## src/rtl/lsu.sv

```systemverilog
// Load/store unit: one request at a time, byte/half/word/double sizing, alignment checks,
// load extension and read-modify-write for sub-doubleword stores over a doubleword memory port.
module lsu (
  input  logic        clk,
  input  logic        rst,
  input  logic        req_valid,
  output logic        req_ready,
  input  logic        req_wen,
  input  logic [1:0]  req_size,
  input  logic        req_unsigned,
  input  logic [31:0] req_addr,
  input  logic [63:0] req_wdata,
  output logic        resp_valid,
  input  logic        resp_ready,
  output logic [63:0] resp_rdata,
  output logic        resp_err,
  output logic [31:0] mem_raddr,
  input  logic [63:0] mem_rdata,
  output logic [31:0] mem_waddr,
  output logic [63:0] mem_wdata,
  output logic        mem_wen
);

  typedef enum logic [2:0] {StIdle, StLoad, StMerge, StWrite, StResp} state_e;

  state_e      state_q, state_d;
  logic [31:0] addr_q, addr_d;
  logic [1:0]  size_q, size_d;
  logic        uns_q, uns_d;
  logic        wen_q, wen_d;
  logic [63:0] wdata_q, wdata_d;
  logic [63:0] line_q, line_d;
  logic [63:0] rdata_q, rdata_d;
  logic        err_q, err_d;

  logic        misaligned;
  logic [5:0]  bit_off;
  logic [63:0] shifted;
  logic [63:0] load_ext;
  logic [63:0] size_mask;
  logic [63:0] merge_mask;
  logic [63:0] merged;

  always_comb begin
    unique case (req_size)
      2'd0:    misaligned = 1'b0;
      2'd1:    misaligned = req_addr[0];
      2'd2:    misaligned = |req_addr[1:0];
      default: misaligned = |req_addr[2:0];
    endcase
  end

  assign bit_off = {addr_q[2:0], 3'b000};
  assign shifted = mem_rdata >> bit_off;

  always_comb begin
    unique case (size_q)
      2'd0: load_ext = uns_q ? {56'd0, shifted[7:0]}  : {{56{shifted[7]}}, shifted[7:0]};
      2'd1: load_ext = uns_q ? {48'd0, shifted[15:0]} : {{48{shifted[15]}}, shifted[15:0]};
      2'd2: load_ext = uns_q ? {32'd0, shifted[31:0]} : {{32{shifted[31]}}, shifted[31:0]};
      default: load_ext = shifted;
    endcase
  end

  always_comb begin
    unique case (size_q)
      2'd0:    size_mask = 64'h0000_0000_0000_00ff;
      2'd1:    size_mask = 64'h0000_0000_0000_ffff;
      2'd2:    size_mask = 64'h0000_0000_ffff_ffff;
      default: size_mask = 64'hffff_ffff_ffff_ffff;
    endcase
  end

  // Store bytes land at [off, off+nbytes); everything else keeps the current memory contents.
  assign merge_mask = size_mask << bit_off;
  assign merged     = (mem_rdata & ~merge_mask) | ((wdata_q << bit_off) & merge_mask);

  assign mem_raddr  = {3'b000, addr_q[31:3]};
  assign mem_waddr  = {3'b000, addr_q[31:3]};
  assign mem_wdata  = line_q;
  assign resp_rdata = rdata_q;
  assign resp_err   = err_q;

  always_comb begin
    state_d    = state_q;
    addr_d     = addr_q;
    size_d     = size_q;
    uns_d      = uns_q;
    wen_d      = wen_q;
    wdata_d    = wdata_q;
    line_d     = line_q;
    rdata_d    = rdata_q;
    err_d      = err_q;
    req_ready  = 1'b0;
    resp_valid = 1'b0;
    mem_wen    = 1'b0;

    unique case (state_q)
      StIdle: begin
        req_ready = !rst;
        if (req_valid) begin
          addr_d  = req_addr;
          size_d  = req_size;
          uns_d   = req_unsigned;
          wen_d   = req_wen;
          wdata_d = req_wdata;
          rdata_d = 64'd0;
          err_d   = misaligned;
          if (misaligned) begin
            state_d = StResp;
          end else if (!req_wen) begin
            state_d = StLoad;
          end else if (req_size == 2'd3) begin
            line_d  = req_wdata;
            state_d = StWrite;
          end else begin
            state_d = StMerge;
          end
        end
      end
      StLoad: begin
        rdata_d = load_ext;
        state_d = StResp;
      end
      StMerge: begin
        line_d  = merged;
        state_d = StWrite;
      end
      StWrite: begin
        mem_wen = !rst;
        state_d = StResp;
      end
      StResp: begin
        resp_valid = 1'b1;
        if (resp_ready) begin
          state_d = StIdle;
        end
      end
      default: state_d = StIdle;
    endcase
  end

  always_ff @(posedge clk) begin
    if (rst) begin
      state_q <= StIdle;
      addr_q  <= 32'd0;
      size_q  <= 2'd0;
      uns_q   <= 1'b0;
      wen_q   <= 1'b0;
      wdata_q <= 64'd0;
      line_q  <= 64'd0;
      rdata_q <= 64'd0;
      err_q   <= 1'b0;
    end else begin
      state_q <= state_d;
      addr_q  <= addr_d;
      size_q  <= size_d;
      uns_q   <= uns_d;
      wen_q   <= wen_d;
      wdata_q <= wdata_d;
      line_q  <= line_d;
      rdata_q <= rdata_d;
      err_q   <= err_d;
    end
  end

endmodule

```

## config.mk

```make
export PLATFORM = sky130hd
export DESIGN_NAME = lsu
export DESIGN_NICKNAME = d
export VERILOG_FILES = /design/src/rtl/lsu.sv
export SDC_FILE = /design/constraint.sdc
export NUM_CORES = 1
export LEC_CHECK = 0
export BUFFER_PORTS_ARGS = -buffer_cell sky130_fd_sc_hd__buf_2
export CELL_PAD_IN_SITES_DETAIL_PLACEMENT = 2
export CELL_PAD_IN_SITES_GLOBAL_PLACEMENT = 2
export CORE_MARGIN = 2
export CORE_UTILIZATION = 34
export DETAILED_ROUTE_END_ITERATION = 6
export PLACE_DENSITY = 0.84
export SLEW_MARGIN = 20
export SYNTH_ARGS = -nofsm -noshare
export SYNTH_HDL_FRONTEND = slang
export SYNTH_SLANG_ARGS = --single-unit
```

## constraint.sdc

```tcl
create_clock -name clk -period 4.6 [get_ports clk]
set_clock_uncertainty 0.1 [all_clocks]
set_input_delay 0.46 -clock clk [delete_from_list [all_inputs] [get_ports clk]]
set_output_delay 0.46 -clock clk [all_outputs]
set_load 0.02 [all_outputs]
```

==> metrics <==
Initial Util=34.4%; crit-path max cell delay=0.92 ns; ordered list of cells on the worst path=buf_4, nor3b_4, a211oi_2, a21oi_1, nor4_1; initial antenna violation count=5; core area=39,600 um^2; GP Congestion=0.971; highest routed layer=met5; # DRC=0; IO buf count=357; Area growth syn-to-layout=18.6%; most common cell after layout, fill and taps aside=buf_2; capturing element type of the critical path=flip-flop; fin. max-slew vios=0; Worst path slowest cell=dfxtp_4; Pre-antenna DRT Iters=5; met3 WL post-DR=5480 um; Via density=5.91; part of the power in combinational logic=22.0%; Worst Hold Class=primary input to flip-flop; layout cells sized above 1=29.2%; H-tree Lvls=1; CTS buffer count=29; Critical Path AT=3.63 ns; first-pass GRT wire length=95,000 um; clk_lat worst skew=0.58 ns; nets@finish=1,969; Core Rows=73; vias post-DR=13.9k; setup TNS=0 ns; final worst path period share=70.5%; vias in the first global route=14.5k; critical path class=flip-flop to flip-flop; Synth async-reset ratio=0%; Clk pwr share=40.6%; Hold Slack=0.0208 ns; Worst-Margin Slew=1.05 ns; largest fanout on the critical path=70; Avg WL per Cell=27.9 um; met2 WL=29,200 um; Routed WL=65,500 um; switch share=33.3%; Syn Inst Count=1,593; clk sink count=231; Synth Area per Inst=8.56 um^2; total global routing overflow=0; sequential-to-total area share from yosys stat=33.9%; synthesized area=13,600 um^2; worst ir drop on vdd=287 uV; post-cts resize count=0; leakage=6.63 nW; Unique masters post-synth=68; Worst setup SP type=flip-flop; initial drt markers=1,076; P per Cell Area=382 nW/um^2; most frequent cells in the layout=buf_2, nand2_1, dfxtp_1; clk root buf=clkbuf_16; # setup viols final=0; Ports=364; area occupied by multi-input gates=7850 um^2; number of max-cap violations=0; min Tclk post-route=3.25 ns; DRT antenna net count=0; Die Width=204 um; max_slew headroom=29.4%; Post-synth EDFFs=0; RSZ-0062 raised after global routing=no; Net Sw Power=2.06 mW; WL met1=26,900 um; FF/Latch Area=4640 um^2; register share of total power=37.4%; TritonCTS clock tree=built; largest net degree at the start of global routing=106; Reg clk slew, reported paths=0.06 ns; synth warn=0; maximum clock path buffer count=3; Die ar.=41,700 um^2; flops & latches, synth=231; status=finished, final reports clean; cell-internal power=4.12 mW; hold_buf cts=0; CP required=4.98 ns; total track usage=30.5%; Filler cells=4,479; post-CTS setup buffer count=0; prevailing post-synth register cell=dfxtp_1; Fin. Hold Viols=0; Die Span Y=204 um; Fmax=308 MHz; dpl hpwl=47,900 um
==> sequential cells by signal (all words and copies together), names as in the netlist <==
register	flops
mem_wdata	64
resp_rdata	64
wdata_q	64
addr_q	32
state_q	3
size_q	2
resp_err	1
uns_q	1
==> Yosys cell counts, drive strengths merged (2+ instances only) <==
cell type  number  area (um^2)
a2111oi         8         82.6
a211o          23          201
a211oi         24          190
a21o            3         22.5
a21oi         198          995
a221oi          3         43.8
a22o           11         96.3
a311oi         16          140
a31o            7         61.3
a31oi          13         81.3
a32oi           7         61.3
and2            3         18.8
and2b           3         22.5
buf           124          857
clkbuf         79          297
dfxtp         231         4620
inv            14         52.6
mux2           26          293
mux2i         143         1430
mux4           53         1190
nand2         318         1190
nand2b         13         81.3
nand3          11         55.1
nor2           90          340
nor2b          10         62.6
nor3           24          148
nor3b           3         32.5
nor4           10         77.6
nor4b           3         32.5
o211ai         24          180
o21a            9         67.6
o21ai          37          185
o22ai          10         62.6
o2bb2ai        15          131
o31ai           7         52.6
or2             2         12.5
or3             2         12.5
or3b            2         17.5
==> critical path: cells and delay by family (launching register included) <==
family / cells / cell delay (ns)
flip-flops: 1 / 0.92
AO/OA/AOI/OAI: 2 / 0.79
buffers and inverters: 1 / 0.75
AND/OR/NAND/NOR: 2 / 0.53
==> per-stage QoR <==
step | area (um^2) | total power [mW] | utilization (%) | instances | setup WS [ns]
3_3_place_gp | 15100 | 3.62 | 38.2 | 2295 | 1.47
5_1_grt | 16200 | 6.39 | 40.8 | 2350 | 1.10
2_1_floorplan | 13600 | 3.18 | - | 1598 | 2.42
3_5_place_dp | 15100 | 3.67 | 38.2 | 2295 | 1.25
6_report | 16200 | 6.18 | 40.8 | 2353 | 1.35
4_1_cts | 16100 | 6.18 | 40.7 | 2348 | 1.24
==> final timing paths <==
path / from / endpoint / slack (ns) / depth (start not counted)
hold reg to reg: mem_wdata[24]$_SDFFE_PP0P_ / mem_wdata[24]$_SDFFE_PP0P_ / 0.36 / 2
setup / recovery: addr_q[1]$_SDFFE_PP0P_ / mem_wdata[35]$_SDFFE_PP0P_ / 1.35 / 5
setup reg to reg: addr_q[1]$_SDFFE_PP0P_ / mem_wdata[35]$_SDFFE_PP0P_ / 1.35 / 5
hold / removal: req_addr[26] / addr_q[26]$_SDFFE_PP0P_ / 0.02 / 3
==> routing by layer <==
layer	up-vias	GRT usage, %
met4	2	16.6
met2	674	47.6
met5	-	0
met1	6961	39.1
li1	6077	-
met3	186	6.84
==> cells by family after synthesis <==
family / Yosys count / synth area share [%]
DFF: 231 / 33.9
muxes: 222 / 21.4
AOI/OAI and AO/OA: 423 / 20.0
buffers and inverters: 217 / 8.85
and+or+nand+nor: 499 / 15.8
other: 1 / 0.0275
==> final cells by class <==
cell class	count	share of cell area, %
tap	525	4.06
inverter	14	0.325
antenna	5	0.0774
clock inverter	16	1.49
clock buffer	37	4.80
sequential	231	28.7
timing repair buffer	375	12.0
multi-input combinational	1150	48.6
==> power by group through the flow <==
| stage | Clock (mW) | Combinational (mW) | Sequential (mW) |
|---|---|---|---|
| 6_report | 2.51 | 1.36 | 2.31 |
| 5_1_grt | 2.63 | 1.44 | 2.32 |
| 4_1_cts | 2.54 | 1.34 | 2.30 |
| 3_5_place_dp | 0 | 1.33 | 2.34 |
| 3_3_place_gp | 0 | 1.29 | 2.33 |
| 2_1_floorplan | 0 | 0.882 | 2.30 |
Note: power is estimated with default switching activity, not from simulation.
